==> src/rtl/input_scan_sequencer_pkg.sv <==
// Shared types for the input raster-scan sequencer: FSM encoding, frame flags, tag sizing.
package input_scan_sequencer_pkg;

   typedef enum logic [1:0] {
      S_IDLE  = 2'd0,
      S_SCAN  = 2'd1,
      S_DRAIN = 2'd2
   } scan_state_t;

   typedef struct packed {
      logic sof;
      logic eol;
      logic eof;
   } scan_flags_t;

   // Tag carries {col, row, sof, eol, eof}.
   function automatic int tag_width(input int width_bits, input int height_bits);
      return width_bits + height_bits + 3;
   endfunction

endpackage

==> src/rtl/input_scan_sequencer_pixel_fifo.sv <==
// Synchronous FIFO with count/full/empty; head data reads as zero while empty.
// Write and read in the same cycle are accepted at any occupancy, including full.
module pixel_fifo #(
   parameter int WIDTH = 8,
   parameter int DEPTH = 4,
   localparam int AW = (DEPTH > 1) ? $clog2(DEPTH) : 1,
   localparam int CW = $clog2(DEPTH + 1)
) (
   input  logic             clock,
   input  logic             reset_n,
   input  logic             wr_en,
   input  logic [WIDTH-1:0] wr_data,
   input  logic             rd_en,
   output logic [WIDTH-1:0] rd_data,
   output logic [CW-1:0]    count,
   output logic             full,
   output logic             empty
);

   logic [WIDTH-1:0] mem [DEPTH];
   logic [AW-1:0]    wr_ptr;
   logic [AW-1:0]    rd_ptr;
   logic             do_wr;
   logic             do_rd;

   function automatic logic [AW-1:0] bump(input logic [AW-1:0] p);
      return (p == AW'(DEPTH - 1)) ? '0 : p + AW'(1);
   endfunction

   assign empty   = (count == '0);
   assign full    = (count == CW'(DEPTH));
   assign do_rd   = rd_en && !empty;
   assign do_wr   = wr_en && (!full || do_rd);
   assign rd_data = empty ? '0 : mem[rd_ptr];

   always_ff @(posedge clock or negedge reset_n) begin
      if (!reset_n) begin
         wr_ptr <= '0;
         rd_ptr <= '0;
         count  <= '0;
      end else begin
         if (do_wr) wr_ptr <= bump(wr_ptr);
         if (do_rd) rd_ptr <= bump(rd_ptr);
         count <= count + CW'(do_wr) - CW'(do_rd);
      end
   end

   always_ff @(posedge clock) begin
      if (do_wr) mem[wr_ptr] <= wr_data;
   end

endmodule

==> src/rtl/input_scan_sequencer.sv <==
// Raster-scan address generator for a fixed-latency ROM reader; pixels re-tagged and streamed out.
// First pixel valid LATENCY+1 edges after start; issue is credit-limited so no pixel is lost under backpressure.
module input_scan_sequencer
   import input_scan_sequencer_pkg::*;
#(
   parameter int WIDTH_BITS  = 8,
   parameter int HEIGHT_BITS = 8,
   parameter int LATENCY     = 2,
   parameter int FIFO_DEPTH  = 4
) (
   input  logic                   clock,
   input  logic                   reset_n,
   input  logic                   iStart,
   output logic                   oBusy,
   output logic                   oDone,
   output logic [WIDTH_BITS-1:0]  oCol,
   output logic [HEIGHT_BITS-1:0] oRow,
   input  logic [7:0]             iData,
   output logic                   oValid,
   input  logic                   iReady,
   output logic [7:0]             oPixel,
   output logic [WIDTH_BITS-1:0]  oPixCol,
   output logic [HEIGHT_BITS-1:0] oPixRow,
   output logic                   oSof,
   output logic                   oEol,
   output logic                   oEof
);

   localparam int TAG_W = tag_width(WIDTH_BITS, HEIGHT_BITS);
   localparam int ENT_W = 8 + TAG_W;
   localparam int FCW   = $clog2(FIFO_DEPTH + 1);
   localparam int CW    = $clog2(FIFO_DEPTH + LATENCY + 1);

   typedef struct packed {
      logic [WIDTH_BITS-1:0]  col;
      logic [HEIGHT_BITS-1:0] row;
      scan_flags_t            flags;
   } tag_t;

   typedef struct packed {
      logic [7:0] pixel;
      tag_t       tag;
   } entry_t;

   scan_state_t            state;
   scan_state_t            state_nx;
   logic [WIDTH_BITS-1:0]  col;
   logic [HEIGHT_BITS-1:0] row;
   tag_t                   tag_q [LATENCY];
   logic [LATENCY-1:0]     vld_q;
   tag_t                   tag_new;
   logic [CW-1:0]          inflight;
   logic [CW-1:0]          used;
   logic [FCW-1:0]         fifo_count;
   logic                   fifo_full;
   logic                   fifo_empty;
   logic                   issue;
   logic                   last_px;
   logic                   done;
   entry_t                 wr_ent;
   entry_t                 rd_ent;

   assign last_px = (&col) && (&row);

   always_comb begin
      tag_new           = '0;
      tag_new.col       = col;
      tag_new.row       = row;
      tag_new.flags.sof = (col == '0) && (row == '0);
      tag_new.flags.eol = &col;
      tag_new.flags.eof = last_px;
   end

   always_comb begin
      inflight = '0;
      for (int i = 0; i < LATENCY; i++) inflight = inflight + CW'(vld_q[i]);
   end

   // Every in-flight read already owns a FIFO slot, so a write can never hit a full FIFO.
   assign used  = CW'(fifo_count) + inflight;
   assign issue = (state == S_SCAN) && !fifo_full && (used < CW'(FIFO_DEPTH));

   always_comb begin
      state_nx = state;
      done     = 1'b0;
      case (state)
         S_IDLE:  if (iStart) state_nx = S_SCAN;
         S_SCAN:  if (issue && last_px) state_nx = S_DRAIN;
         S_DRAIN: begin
            if ((vld_q == '0) && fifo_empty) begin
               state_nx = S_IDLE;
               done     = 1'b1;
            end
         end
         default: state_nx = S_IDLE;
      endcase
   end

   always_ff @(posedge clock or negedge reset_n) begin
      if (!reset_n) begin
         state <= S_IDLE;
         col   <= '0;
         row   <= '0;
      end else begin
         state <= state_nx;
         if (issue) begin
            col <= col + WIDTH_BITS'(1);
            if (&col) row <= row + HEIGHT_BITS'(1);
         end
      end
   end

   // Tag pipe mirrors the reader latency; it never stalls.
   always_ff @(posedge clock or negedge reset_n) begin
      if (!reset_n) begin
         vld_q <= '0;
         for (int i = 0; i < LATENCY; i++) tag_q[i] <= '0;
      end else begin
         vld_q[0] <= issue;
         tag_q[0] <= tag_new;
         for (int i = 1; i < LATENCY; i++) begin
            vld_q[i] <= vld_q[i-1];
            tag_q[i] <= tag_q[i-1];
         end
      end
   end

   always_comb begin
      wr_ent       = '0;
      wr_ent.pixel = iData;
      wr_ent.tag   = tag_q[LATENCY-1];
   end

   pixel_fifo #(
      .WIDTH (ENT_W),
      .DEPTH (FIFO_DEPTH)
   ) u_fifo (
      .clock   (clock),
      .reset_n (reset_n),
      .wr_en   (vld_q[LATENCY-1]),
      .wr_data (wr_ent),
      .rd_en   (iReady),
      .rd_data (rd_ent),
      .count   (fifo_count),
      .full    (fifo_full),
      .empty   (fifo_empty)
   );

   assign oBusy   = (state != S_IDLE);
   assign oDone   = done;
   assign oCol    = col;
   assign oRow    = row;
   assign oValid  = !fifo_empty;
   assign oPixel  = rd_ent.pixel;
   assign oPixCol = rd_ent.tag.col;
   assign oPixRow = rd_ent.tag.row;
   assign oSof    = rd_ent.tag.flags.sof;
   assign oEol    = rd_ent.tag.flags.eol;
   assign oEof    = rd_ent.tag.flags.eof;

endmodule

==> config.mk <==
export PLATFORM = sky130hd
export DESIGN_NAME = input_scan_sequencer
export DESIGN_NICKNAME = d
export VERILOG_FILES = /design/src/rtl/input_scan_sequencer_pkg.sv /design/src/rtl/input_scan_sequencer_pixel_fifo.sv /design/src/rtl/input_scan_sequencer.sv
export SDC_FILE = /design/constraint.sdc
export NUM_CORES = 1
export LEC_CHECK = 0
export CAP_MARGIN = 25
export CELL_PAD_IN_SITES_DETAIL_PLACEMENT = 1
export CELL_PAD_IN_SITES_GLOBAL_PLACEMENT = 1
export CORE_MARGIN = 5
export CORE_UTILIZATION = 33
export CTS_CLUSTER_DIAMETER = 120
export DETAILED_ROUTE_END_ITERATION = 7
export HOLD_SLACK_MARGIN = 0.1
export MAX_ROUTING_LAYER = met4
export PLACE_DENSITY_LB_ADDON = 0.1
export SYNTH_ARGS = -nofsm -noshare
export SYNTH_HDL_FRONTEND = slang
export SYNTH_SLANG_ARGS = --single-unit
==> constraint.sdc <==
create_clock -name clock -period 2.25 [get_ports clock]
set_input_delay 0.45 -clock clock [delete_from_list [all_inputs] [get_ports clock]]
set_output_delay 0.45 -clock clock [all_outputs]
set_load 0.01 [all_outputs]
==> impl_metrics.prom, run 1 <==
# TYPE chip_impl_metric gauge
chip_impl_metric{name="clkSlewWorstSetupHoldPaths",unit="ps"} 60
chip_impl_metric{name="cts-buffers-inserted",unit=""} 17
chip_impl_metric{name="route.final.wire_length",unit="um"} 12800
chip_impl_metric{name="clk-insertion-delay-late",unit="ps"} 420
chip_impl_metric{name="internal_power",unit="mW"} 8.46
chip_impl_info{name="crit_top_cell",value="sky130_fd_sc_hd__buf_6"} 1
chip_impl_metric{name="drive_above_1_share",unit="%"} 33.8
chip_impl_metric{name="p_switching",unit="mW"} 3.59
chip_impl_metric{name="postRouteAntennaNets",unit=""} 0
chip_impl_metric{name="cts-root-to-sink-buffers",unit=""} 2
chip_impl_info{name="synth.most_common_cell",value="sky130_fd_sc_hd__edfxtp_1"} 1
chip_impl_metric{name="diodes",unit=""} 0
chip_impl_metric{name="antenna_found_initial",unit=""} 0
chip_impl_metric{name="start_util",unit="%"} 33.6
chip_impl_metric{name="maxCapViolations",unit=""} 0
chip_impl_metric{name="syn_area_per_cell",unit="um2"} 18.4
chip_impl_metric{name="detail_route.drc_violations",unit=""} 0
chip_impl_info{name="timing.critical_path.cells",value="buf_6, buf_12, mux4_2, and2_4, buf_6"} 1
chip_impl_metric{name="clock_sink_count",unit=""} 173
chip_impl_metric{name="global_route.overflow_total",unit=""} 0
chip_impl_metric{name="finalHoldViolCount",unit=""} 0
chip_impl_info{name="kind_of_cell_adding_the_most_delay_to_the_critical_path",value="multiplexers"} 1
chip_impl_metric{name="post-dp-hpwl",unit="um"} 7880
chip_impl_metric{name="nets",unit=""} 468
chip_impl_metric{name="fin_crit_sh",unit="%"} 104
chip_impl_info{name="hold_path_class",value="flip-flop to flip-flop"} 1
chip_impl_metric{name="p_clk_share",unit="%"} 22.4
chip_impl_metric{name="port-buffer-count",unit=""} 57
chip_impl_metric{name="leakage",unit="nW"} 3.21
chip_impl_metric{name="area.growth.synth_to_final",unit="%"} 26.5
chip_impl_metric{name="synth_enable_flop_cells",unit=""} 108
chip_impl_info{name="synth_common_cells",value="sky130_fd_sc_hd__edfxtp_1 (108), sky130_fd_sc_hd__dfrtp_1 (65), sky130_fd_sc_hd__and2_1 (32)"} 1
chip_impl_metric{name="gp_routability_congestion",unit=""} 0.722
chip_impl_metric{name="synth_seq_area_share",unit="%"} 73.9
chip_impl_metric{name="floorplan.die.width",unit="um"} 151
chip_impl_metric{name="tightest_slew",unit="ps"} 459
chip_impl_metric{name="pwr-share-seq",unit="%"} 39.7
chip_impl_metric{name="synth-async-reset-ratio",unit="%"} 37.6
chip_impl_metric{name="total_power",unit="mW"} 12.0
chip_impl_info{name="violations_in_the_final_reports",value="negative setup slack"} 1
chip_impl_metric{name="clock.fmax",unit="MHz"} 429
chip_impl_metric{name="synth-seq-cells",unit=""} 173
chip_impl_metric{name="timing_max_transition_violations_final",unit=""} 0
chip_impl_metric{name="placed_area",unit="um2"} 7610
chip_impl_info{name="post-synth-top-area-cell",value="sky130_fd_sc_hd__edfxtp_1"} 1
chip_impl_info{name="critPathCaptureType",value="output pin"} 1
chip_impl_info{name="worstSetupPathType",value="flip-flop to output pin"} 1
chip_impl_info{name="postSynth.topFlopCell",value="sky130_fd_sc_hd__edfxtp_1"} 1
chip_impl_metric{name="slew_headroom",unit="%"} 69.3
chip_impl_metric{name="placeableCoreArea",unit="um2"} 19600
chip_impl_metric{name="grt_first_pass_wirelength",unit="um"} 20900
chip_impl_info{name="slowest_stage",value="sky130_fd_sc_hd__mux4_2"} 1
chip_impl_metric{name="synth_cell_types",unit=""} 39
chip_impl_metric{name="routed_wire_length_per_instance",unit="um"} 17.8
chip_impl_metric{name="vias_in_the_first_global_route",unit=""} 3641
chip_impl_metric{name="fill_cells",unit=""} 1908
chip_impl_metric{name="synth_top_area_share",unit="%"} 49.2
chip_impl_info{name="tritoncts",value="built"} 1
chip_impl_metric{name="max-vdd-ir-drop",unit="V"} 0.000509
chip_impl_metric{name="p_sw_share",unit="%"} 29.8
chip_impl_metric{name="cp_max_fo",unit=""} 6
chip_impl_metric{name="post-route-cell-area",unit="um2"} 8340
chip_impl_metric{name="comb_power_share",unit="%"} 37.9
chip_impl_info{name="start_kind",value="flip-flop"} 1
chip_impl_metric{name="critPathRequiredTime",unit="ps"} 1800
chip_impl_metric{name="slowest_delay",unit="ps"} 480
chip_impl_metric{name="first_pass_iters",unit=""} 4
chip_impl_info{name="synth_area_leaders",value="sky130_fd_sc_hd__edfxtp_1 (49%), sky130_fd_sc_hd__dfrtp_1 (25%), sky130_fd_sc_hd__mux4_2 (9.2%)"} 1
chip_impl_metric{name="skew_final",unit="ps"} 8.47
chip_impl_metric{name="grt_start_max_net_pins",unit=""} 66
chip_impl_metric{name="crit_arrival",unit="ps"} 1880
chip_impl_metric{name="critPathBufInv",unit=""} 3
chip_impl_metric{name="die_area",unit="um2"} 22900
chip_impl_metric{name="timing.hold.ws",unit="ps"} 348
chip_impl_metric{name="ios",unit=""} 58
chip_impl_metric{name="die_h",unit="um"} 151
chip_impl_info{name="cts.root.buffer_cell",value="sky130_fd_sc_hd__clkbuf_16"} 1
chip_impl_info{name="rsz_0062_raised_after_global_routing",value="yes"} 1
chip_impl_metric{name="setup-violations-final",unit=""} 28
chip_impl_metric{name="final_period_minus_worst_setup_slack",unit="ps"} 2330
chip_impl_metric{name="dr_total_vias",unit=""} 3228
chip_impl_metric{name="postSynthCellCount",unit=""} 358
chip_impl_info{name="result_of_the_run",value="finished, violations left"} 1
chip_impl_metric{name="global_route_usage_sum",unit="%"} 12.7
chip_impl_metric{name="h-tree-depth",unit=""} 4
chip_impl_metric{name="synth_nets",unit=""} 383
chip_impl_metric{name="ys_warn_count",unit=""} 0
chip_impl_metric{name="detail_route.iter0.violations",unit=""} 145
chip_impl_metric{name="synth_area",unit="um2"} 6590
chip_impl_metric{name="power_density",unit="nW/um2"} 1440
chip_impl_metric{name="setup_slack",unit="ps"} -81.7
chip_impl_metric{name="avgViaCountPerCell",unit=""} 4.48
chip_impl_metric{name="rows",unit=""} 51
[per-stage QoR]
step,setup TNS (ps),worst slack (ps),utilization [%],cells
after floorplan,0,16.5,-,358
after global placement,-41.6,-34.7,38.8,679
after detailed placement,-137,-70.9,38.8,679
after CTS,-3060,-152,42.3,723
after global routing,-3690,-169,42.6,721
final,-1310,-81.7,42.6,721
[state kept, by name, summed over array words and instances (netlist names)]
register,flops
state,2
u_fifo.rd_ptr,2
u_fifo.count,3
vld_q,2
u_fifo.wr_ptr,2
oRow,8
oCol,8
tag_q,38
u_fifo.mem,108
[final timing paths]
| check | from | endpoint | slack [ps] | depth (start not counted) |
|---|---|---|---|---|
| min in group asynchronous | reset_n | oCol[0] | 570 | 3 |
| max | u_fifo.rd_ptr[0] | oPixel[2] | -80 | 5 |
| max in group asynchronous | reset_n | u_fifo.rd_ptr[0] | 1380 | 3 |
| min reg2reg | tag_q[35] | tag_q[16] | 350 | 0 |
| max reg2reg | u_fifo.count[2] | u_fifo.count[2] | -10 | 11 |
| min | tag_q[35] | tag_q[16] | 350 | 0 |
[layout make-up]
| cell class | count | area [um2] | area share [%] |
|---|---|---|---|
| inverters | 13 | 48.8 | 0.585 |
| flip-flops and latches | 173 | 4870 | 58.4 |
| clock buffers | 20 | 447 | 5.36 |
| well taps | 265 | 332 | 3.98 |
| repair buffers | 92 | 958 | 11.5 |
| multi-input cells | 146 | 1580 | 19.0 |
| clock inverters | 12 | 97.6 | 1.17 |
[routing by layer]
metal  wire (um)  vias up  GRT usage [%]
met3         489       12           3.53
met4         136        0           3.94
met5           0        -              -
met1        5890     1673           16.2
met2        6330       55           19.7
li1            -     1488              -
[timing repair]
item	4_1_cts	5_1_grt
buffers inserted	12	1
endpoints found under the setup margin	30	30
resized for setup	141	23
gates cloned	1	0
hold buffers	1	0
pin swaps	28	4
endpoints found under the hold margin	65	0
[placed cells by master, fill, tap and decap left out, types with 2 or more instances in the layout]
cell	synthesis	final
sky130_fd_sc_hd__clkbuf_1	4	2
sky130_fd_sc_hd__and2_4	0	14
sky130_fd_sc_hd__buf_12	0	10
sky130_fd_sc_hd__nand3_1	2	2
sky130_fd_sc_hd__o21ai_0	3	3
sky130_fd_sc_hd__clkdlybuf4s50_1	0	27
sky130_fd_sc_hd__clkinvlp_4	0	3
sky130_fd_sc_hd__nor4_1	3	3
sky130_fd_sc_hd__nand4_1	8	8
sky130_fd_sc_hd__buf_2	2	14
sky130_fd_sc_hd__nand3_2	2	2
sky130_fd_sc_hd__edfxtp_1	108	108
sky130_fd_sc_hd__mux4_2	27	27
sky130_fd_sc_hd__dfrtp_2	0	2
sky130_fd_sc_hd__clkbuf_16	0	17
sky130_fd_sc_hd__buf_6	1	23
sky130_fd_sc_hd__nor3_1	3	2
sky130_fd_sc_hd__and2_1	32	18
sky130_fd_sc_hd__nor2_1	3	3
sky130_fd_sc_hd__and3_1	5	5
sky130_fd_sc_hd__dfrtp_1	65	63
sky130_fd_sc_hd__a21o_1	2	2
sky130_fd_sc_hd__inv_2	0	2
sky130_fd_sc_hd__clkinv_2	0	6
sky130_fd_sc_hd__buf_4	17	14
sky130_fd_sc_hd__xnor2_1	16	15
sky130_fd_sc_hd__nand2_1	12	11
sky130_fd_sc_hd__ha_1	12	11
sky130_fd_sc_hd__inv_1	13	11
[kinds of logic (layout without fill, tap and decap cells)]
| group | after synthesis | after routing | share of synthesized area (%) |
|---|---|---|---|
| flip-flops | 173 | 173 | 73.9 |
| AND/OR/NAND/NOR | 77 | 77 | 6.85 |
| buffers and inverters | 39 | 137 | 3.36 |
| multiplexers | 29 | 29 | 9.62 |
| XOR/XNOR | 16 | 16 | 2.13 |
| adder cells (fa/ha/maj) | 13 | 13 | 2.58 |
| AO/OA/AOI/OAI | 11 | 11 | 1.58 |
[power by group through the flow]
stage / Sequential (mW) / Clock [mW] / Combinational (mW)
6_report: 4.78 / 2.70 / 4.56
4_1_cts: 4.79 / 2.78 / 4.53
3_5_place_dp: 4.84 / 0 / 4.33
5_1_grt: 4.88 / 2.94 / 5.00
2_1_floorplan: 4.71 / 0 / 2.37
3_3_place_gp: 4.78 / 0 / 4.32
(Power assumes the default switching activity.)
==> inputs of run 2 (changes only) <==
Settings changed: GPL_ROUTABILITY_DRIVEN set to 1, HOLD_SLACK_MARGIN 0.1 to 0.03.
Clock period 2.25 ns to 2.3 ns, I/O delays scaled along.
==> impl_metrics.prom, run 2 (synthesis results as in run 1) <==
# TYPE chip_impl_metric gauge
chip_impl_info{name="result_of_the_run",value="finished, violations left"} 1
chip_impl_info{name="violations_in_the_final_reports",value="negative setup slack"} 1
chip_impl_info{name="worstSetupPathType",value="flip-flop to output pin"} 1
chip_impl_metric{name="fin_crit_sh",unit="%"} 106
chip_impl_metric{name="leakage",unit="nW"} 3.29
chip_impl_info{name="timing.critical_path.cells",value="buf_8, buf_6, buf_6, mux4_2, and2_4, buf_6"} 1
chip_impl_metric{name="routed_wire_length_per_instance",unit="um"} 18.4
chip_impl_metric{name="skew_final",unit="ps"} 6.98
chip_impl_metric{name="route.final.wire_length",unit="um"} 13300
chip_impl_info{name="reg.largest.list",value="u_fifo.mem: 108 flops, tag_q: 38 flops"} 1
chip_impl_metric{name="slowest_delay",unit="ps"} 480
chip_impl_info{name="worst_r2r_startpoint",value="u_fifo.count[1]"} 1
chip_impl_metric{name="rows",unit=""} 51
chip_impl_info{name="slowest_stage",value="sky130_fd_sc_hd__mux4_2"} 1
chip_impl_metric{name="cp_max_fo",unit=""} 5
chip_impl_metric{name="dr_total_vias",unit=""} 3226
chip_impl_metric{name="avgViaCountPerCell",unit=""} 4.46
chip_impl_metric{name="drt-met1-wl",unit="um"} 5740
chip_impl_metric{name="placed_area",unit="um2"} 7580
chip_impl_metric{name="floorplan.die.width",unit="um"} 151
chip_impl_metric{name="slew_headroom",unit="%"} 66.3
chip_impl_metric{name="die_h",unit="um"} 151
chip_impl_metric{name="power_density",unit="nW/um2"} 1470
chip_impl_metric{name="post-route-cell-area",unit="um2"} 8510
chip_impl_metric{name="timing.setup.tns",unit="ps"} -1890
chip_impl_metric{name="dp.cells",unit=""} 672
chip_impl_metric{name="clock.fmax",unit="MHz"} 410
chip_impl_metric{name="h-tree-depth",unit=""} 4
chip_impl_metric{name="cts-root-to-sink-buffers",unit=""} 2
chip_impl_metric{name="routed_wire_length_on_met3",unit="um"} 384
chip_impl_metric{name="cts_hold_buf",unit=""} 0
chip_impl_metric{name="setup-violations-final",unit=""} 26
chip_impl_metric{name="first_pass_iters",unit=""} 4
chip_impl_metric{name="clock_sink_count",unit=""} 173
chip_impl_info{name="cts.root.buffer_cell",value="sky130_fd_sc_hd__clkbuf_16"} 1
chip_impl_metric{name="detail_route.iter0.violations",unit=""} 113
chip_impl_metric{name="post-dp-hpwl",unit="um"} 7910
chip_impl_metric{name="stdcell_count",unit=""} 723
chip_impl_metric{name="drive_above_1_share",unit="%"} 33.8
chip_impl_metric{name="diodes",unit=""} 0
chip_impl_metric{name="wl_met2",unit="um"} 6990
chip_impl_info{name="start_kind",value="flip-flop"} 1
chip_impl_metric{name="crit_arrival",unit="ps"} 1980
chip_impl_info{name="crit_top_cell",value="sky130_fd_sc_hd__buf_6"} 1
chip_impl_info{name="rsz_0062_raised_after_global_routing",value="yes"} 1
chip_impl_metric{name="tightest_slew",unit="ps"} 503
chip_impl_metric{name="placeableCoreArea",unit="um2"} 19600
chip_impl_metric{name="max-vdd-ir-drop",unit="V"} 0.000522
chip_impl_info{name="critPathCaptureType",value="output pin"} 1
chip_impl_metric{name="global_route.overflow_total",unit=""} 0
chip_impl_metric{name="grt_start_max_net_pins",unit=""} 66
chip_impl_metric{name="critPathRequiredTime",unit="ps"} 1840
chip_impl_metric{name="die_area",unit="um2"} 22900
chip_impl_metric{name="clk-insertion-delay-late",unit="ps"} 420
chip_impl_metric{name="start_util",unit="%"} 33.6
chip_impl_metric{name="postRouteAntennaNets",unit=""} 0
chip_impl_metric{name="final_period_minus_worst_setup_slack",unit="ps"} 2440
chip_impl_metric{name="vias_in_the_first_global_route",unit=""} 3658
chip_impl_metric{name="cts-buffers-inserted",unit=""} 17
chip_impl_info{name="largest_register",value="u_fifo.mem"} 1
chip_impl_metric{name="area.growth.synth_to_final",unit="%"} 29.0
chip_impl_metric{name="timing_max_transition_violations_final",unit=""} 0
chip_impl_metric{name="gp_routability_congestion",unit=""} 0.695
chip_impl_metric{name="antenna_found_initial",unit=""} 0
chip_impl_info{name="mostFrequentLayoutCell",value="sky130_fd_sc_hd__edfxtp_1"} 1
chip_impl_metric{name="ios",unit=""} 58
chip_impl_metric{name="grt_first_pass_wirelength",unit="um"} 21000
chip_impl_metric{name="finalHoldViolCount",unit=""} 0
chip_impl_metric{name="detail_route.drc_violations",unit=""} 0
chip_impl_metric{name="maxCapViolations",unit=""} 0
chip_impl_metric{name="setup_slack",unit="ps"} -142
chip_impl_metric{name="largest_register_ffs",unit=""} 108
chip_impl_info{name="worstSetupStartpoint",value="u_fifo.rd_ptr[0]"} 1
chip_impl_info{name="tritoncts",value="built"} 1
chip_impl_metric{name="port-buffer-count",unit=""} 57
chip_impl_metric{name="global_route_usage_sum",unit="%"} 12.9
chip_impl_metric{name="clkSlewWorstSetupHoldPaths",unit="ps"} 60
chip_impl_metric{name="nets",unit=""} 470
chip_impl_info{name="highest_layer",value="met4"} 1
chip_impl_info{name="final_cell_mix",value="sky130_fd_sc_hd__edfxtp_1 (108), sky130_fd_sc_hd__dfrtp_1 (64), sky130_fd_sc_hd__buf_6 (31)"} 1
chip_impl_info{name="hold_path_class",value="input pin to asynchronous set/reset pin"} 1
==> run 2: area by class of cell <==
type | instances | area, um2
Timing Repair Buffer | 94 | 1060
Fill cell | 1903 | 11100
Clock inverter | 12 | 168
Clock buffer | 20 | 457
Inverter | 13 | 48.8
Tap cell | 265 | 332
Multi-Input combinational cell | 146 | 1570
Sequential cell | 173 | 4870
==> run 2: report_power, final <==
group | leakage [nW] | internal, mW | switching (mW)
sequential | 1.85 | 4.29 | 0.404
clock | 0.301 | 1.87 | 1.13
combinational | 1.14 | 2.77 | 2.05
total | 3.29 | 8.93 | 3.58
==> run 2: through the flow <==
step           hold slack, ps  setup WS (ps)  utilization [%]  power (mW)
6_report                 44.1           -142             43.4        12.5
2_1_floorplan             164           43.3                -        6.93
5_1_grt                  70.0           -211             43.4        13.3
3_5_place_dp              336          -45.0             38.7        8.99
3_3_place_gp              333          -1.81             38.7        8.89
4_1_cts                  58.3           -201             43.3        12.6
==> run 2: metal layers <==
metal,global-route usage (%),vias up
met5,-,-
met4,4.44,0
met3,3.08,13
met2,21.5,46
met1,15.4,1678
li1,-,1489
==> run 2: what timing repair did <==
action,4_1_cts,5_1_grt
endpoints found under the setup margin,29,29
pin swaps,5,0
gates cloned,2,0
gates resized for setup,151,25
setup buffers,21,2
==> run 2: worst max-delay path: cells and delay by family (launching register included) <==
| family | cells | cell delay [ps] |
|---|---|---|
| buffers and inverters | 4 | 450 |
| DFF | 1 | 470 |
| muxes | 1 | 480 |
| and+or+nand+nor | 1 | 170 |
==> run 2: final timing paths <==
check	endpoint	slack, ps	depth (start not counted)
min reg2reg	tag_q[4]	350	0
max	oPixel[1]	-140	6
max reg2reg	u_fifo.count[2]	130	10
min	tag_q[30]	40	2
max in group asynchronous	u_fifo.rd_ptr[0]	1940	2
min in group clock	tag_q[4]	350	0
==> edit 1 (settings of run 2) <==
Make the reset (`reset_n`) synchronous in 3 clocked blocks.
--- a/src/rtl/input_scan_sequencer_pixel_fifo.sv
+++ b/src/rtl/input_scan_sequencer_pixel_fifo.sv
@@ -33,7 +33,7 @@
    assign do_wr   = wr_en && (!full || do_rd);
    assign rd_data = empty ? '0 : mem[rd_ptr];
 
-   always_ff @(posedge clock or negedge reset_n) begin
+   always_ff @(posedge clock) begin
       if (!reset_n) begin
          wr_ptr <= '0;
          rd_ptr <= '0;
--- a/src/rtl/input_scan_sequencer.sv
+++ b/src/rtl/input_scan_sequencer.sv
@@ -96,7 +96,7 @@
       endcase
    end
 
-   always_ff @(posedge clock or negedge reset_n) begin
+   always_ff @(posedge clock) begin
       if (!reset_n) begin
          state <= S_IDLE;
          col   <= '0;
@@ -111,7 +111,7 @@
    end
 
    // Tag pipe mirrors the reader latency; it never stalls.
-   always_ff @(posedge clock or negedge reset_n) begin
+   always_ff @(posedge clock) begin
       if (!reset_n) begin
          vld_q <= '0;
          for (int i = 0; i < LATENCY; i++) tag_q[i] <= '0;
Formal check against the unedited RTL: differs if reset_n is asserted again (counterexample within 4 cycles, from zero or initial values and one cycle with reset_n low); with reset_n held inactive, the same outputs for 10 cycles.
==> edit 1 against run 2 <==
Routed wire length is 4.9% higher. Largest cell class unchanged. Via count is 15% higher. Global-route usage is 0.074 points higher. Final area down 1.0%. Sequential cell count increased by 2. Die area rose by 2.4%. Area after synthesis grew 2.6%. Clock skew rose by 0.0028 ns. Critical endpoint is now oPixRow[0]. Worst setup slack better by 0.14 ns.
Power is not compared: it rests on default switching activity, and its combinational part moved more than twofold at a synthesized area within 25%.
==> edit 1: results (changes against run 2) <==
Synthesis
  • Sequential share of the synthesized area: 0.678 (was 0.739)
  • Post-Synth XOR/XNOR Area: 0.00389 (was 0.0213)
  • Multiplexer share of the synthesized area: 0.0994 (was 0.0962)
  • Top area cells in the synthesized netlist: edfxtp_1 48%, dfxtp_1 20%, mux4_2 9.0% (was edfxtp_1 49%, dfrtp_1 25%, mux4_2 9.2%)
  • Post-Syn Nets: 471 (was 383)
  • Post-synthesis compound-gate area fraction: 0.0274 (was 0.0158)
  • Adder-cell area share of the yosys netlist: 0.0252 (was 0.0258)

Setup path
  • R2R setup slack: 0.06 ns (was 0.13 ns)
  • CP arrival: 1.84 ns (was 1.98 ns)
  • Critical Path End: oPixRow[0] (was oPixel[1])
  • Largest fanout on the critical path: 7 (was 5)
  • R2R Path Start: u_fifo.count[0] (was u_fifo.count[1])
  • Worst flop-to-flop path endpoint: u_fifo.count[2] (unchanged)

STA
  • Clock Skew: 0.00977 ns (was 0.00698 ns)
  • WHS: 0.436 ns (was 0.0441 ns)

Placement
  • Placed Cells: 759 (was 672)
  • GP Congestion: 0.746 (was 0.695)
  • Dpl hpwl: 8.70 mm (was 7.91 mm)
  • Placed cell areas: 7670 µm² (was 7580 µm²)

Final layout
  • Layout cells sized above 1: 0.298 (was 0.338)

Global routing
  • M2 GR Usage: 0.209 (was 0.215)
  • Total GRT Usage: 0.130 (was 0.129)
  • First-pass GRT wire length: 23.2 mm (was 21.0 mm)
  • Met3 Use GR: 0.0322 (was 0.0308)

Route
  • WL met3: 388 µm (was 384 µm)
  • Average vias per placed instance: 4.63 (was 4.46)
  • WL final: 13.9 mm (was 13.3 mm)
  • DRT iter0 DRCs: 131 (was 113)
  • Metal2 WL: 6.94 mm (was 6.99 mm)

Status
  • Outcome: completed (was complete, but fails checks)

Clocking
  • Post_cts resized: 136 (was 151)
  • Setup bufs post-CTS: 11 (was 21)
[edit 1: cell types whose count changed after synthesis, sizes merged, moves of 5 or more]
cell / before / now
or4: 0 / 9
or3: 1 / 6
clkbuf: 5 / 11
dfrtp: 65 / 0
and2: 32 / 64
o31ai: 0 / 7
buf: 21 / 26
nor2: 3 / 16
dfxtp: 0 / 67
nand4: 8 / 3
xnor2: 16 / 2
a21oi: 0 / 13
[edit 1: metrics by stage]
stage	power [µW]	setup slack, ns
6_report	8570	0.00310
5_1_grt	9070	-0.0905
4_1_cts	8560	-0.127
3_5_place_dp	5560	-0.108
3_3_place_gp	5510	-0.0580
2_1_floorplan	4560	0.120
[edit 1: cell type report]
| class | instances | area [µm²] |
|---|---|---|
| clock inverter | 15 | 159 |
| tap | 270 | 338 |
| timing repair buffer | 91 | 896 |
| fill | 2028 | 11800 |
| multi-input combinational | 219 | 1960 |
| clock buffer | 17 | 425 |
| sequential | 175 | 4590 |
| inverter | 14 | 55.1 |
==> edit 2 (flow settings as in run 2) <==
Made on the original files. Change the parameter `WIDTH_BITS` from 8 to 12.
--- a/src/rtl/input_scan_sequencer.sv
+++ b/src/rtl/input_scan_sequencer.sv
@@ -3,7 +3,7 @@
 module input_scan_sequencer
    import input_scan_sequencer_pkg::*;
 #(
-   parameter int WIDTH_BITS  = 8,
+   parameter int WIDTH_BITS  = 12,
    parameter int HEIGHT_BITS = 8,
    parameter int LATENCY     = 2,
    parameter int FIFO_DEPTH  = 4
Ports: changed (resized oCol and oPixCol); port bits go from 58 to 66. The function was not compared with the original's and may differ.
==> edit 2 against run 2 <==
The run still ends with negative setup slack left. Routed wire length is 19% higher. Die area is 15% higher. Final area is 15% higher. Worst setup slack worse by 0.0071 ns. Count of clock-buffer cells in the layout is 9 higher. Power is 15% higher. Worst hold slack better by 0.31 ns. Area after synthesis is 16% higher. Sequential cell count is 28 higher. First-iteration DRC count is 35% higher. Critical path type unchanged. Critical endpoint is now oPixRow[2].
==> edit 2: results (changes against run 2) <==
Final layout
  • Seq_cells: 201 (was 173)
  • Fin nets: 536 (was 470)
  • Clock buffer count: 29 (was 20)
  • FILL cells: 2185 (was 1903)
  • Multi-input gate area: 1800 µm² (was 1570 µm²)
  • Number of multi-input logic gates: 166 (was 146)
  • NonClk Buf Share: 0.124 (about the same)
  • Layout clock area frac: 0.0760 (was 0.0734)
  • Finished Core Util: 0.432 (was 0.434)
  • Max reg flops: 124 (was 108)

Clocking
  • CTS buffer count: 23 (was 17)
  • Max Buffers Root-to-Sink: 3 (was 2)
  • Skew-Pair Late Insertion Delay: 0.49 ns (was 0.42 ns)
  • Hold_buf cts: 1 (was 0)
  • CTS H-tree depth: 1 (was 4)
  • Setup bufs post-CTS: 14 (was 21)

Synthesis
  • Sequential share of the synthesized area: 0.741 (was 0.739)
  • EDFF count, synth: 124 (was 108)
  • Post-Syn Nets: 438 (was 383)
  • Commonest cells in the netlist: 124 x edfxtp_1, 77 x dfrtp_1, 38 x and2_1, 31 x mux4_2, 20 x buf_4 (was 108 x edfxtp_1, 65 x dfrtp_1, 32 x and2_1, 27 x mux4_2, 17 x buf_4)
  • Top area cells in the synthesized netlist: edfxtp_1 49%, dfrtp_1 25%, mux4_2 9.2% (unchanged)

Status
  • Violated checks: negative setup slack (unchanged)
  • Outcome: complete, but fails checks (unchanged)

Placement
  • Dpl hpwl: 9.44 mm (was 7.91 mm)
  • Pre-CTS WS: -0.00880 ns (was -0.0450 ns)
  • Placed Cells: 753 (was 672)
  • PortBufs: 65 (was 57)
  • GP Congestion: 0.709 (was 0.695)
  • Placed cell areas: 8720 µm² (was 7580 µm²)

STA
  • Worst slew pin tran: 0.343 ns (was 0.503 ns)
  • Final setup margin: -0.149 ns (was -0.142 ns)
  • Clock Skew: 0.00664 ns (was 0.00698 ns)
  • Setup violators final: 32 (was 26)
  • WHS: 0.350 ns (was 0.0441 ns)
  • TNS Setup: -3.36 ns (was -1.89 ns)

Min path
  • Hold/Removal Path Class: register to register (was input port to async pin)

Die
  • Rows: 55 (was 51)

Global routing
  • GR Layer Usage met1: 0.169 (was 0.154)
  • M2 GR Usage: 0.207 (was 0.215)
  • Largest net degree at the start of global routing: 40 (was 66)
  • Met3 Use GR: 0.0246 (was 0.0308)
  • Total GRT Usage: 0.127 (was 0.129)

Pwr
  • Peak VDD IR: 564 µV (was 522 µV)
  • Sw Pwr: 4130 µW (was 3580 µW)
  • P_leak: 0.00382 µW (was 0.00329 µW)

Setup path
  • Worst stage delay on the critical path: 0.52 ns (was 0.48 ns)
  • Worst-case reg-to-reg path depth: 9 (was 10)
  • Critical Path End: oPixRow[2] (was oPixel[1])

Route
  • WL met3: 575 µm (was 384 µm)
  • Metal2 WL: 7.70 mm (was 6.99 mm)
  • M1 WL: 7.36 mm (was 5.74 mm)
  • DRT iter0 DRCs: 153 (was 113)
  • Via count: 3813 (was 3226)
[edit 2: cell count changes in the layout (fill, tap and decap cells not counted), moves of 5 or more]
cell       delta
edfxtp_1     +16
dfrtp_1      +12
buf_4         +6
clkbuf_16     +6
nand2_1       -5
nand4_1       +6
and2_4        +6
[edit 2: power by group through the flow]
stage | registers, µW | logic (µW) | clock network [µW]
floorplan | 5290 | 2620 | 0
global placement | 5390 | 4780 | 0
detailed placement | 5440 | 4800 | 0
CTS | 5400 | 5540 | 3700
global route | 5480 | 5940 | 3860
finish | 5380 | 5500 | 3580
[edit 2: logic make-up after synthesis]
family                   Yosys count  share of synthesized area
buffers and inverters             46                     0.0351
AND/OR/NAND/NOR                   89                     0.0707
adder cells (fa/ha/maj)           13                     0.0223
AO/OA/AOI/OAI                     11                     0.0136
flip-flops                       201                      0.741
multiplexers                      33                     0.0945
XOR/XNOR                          20                     0.0230
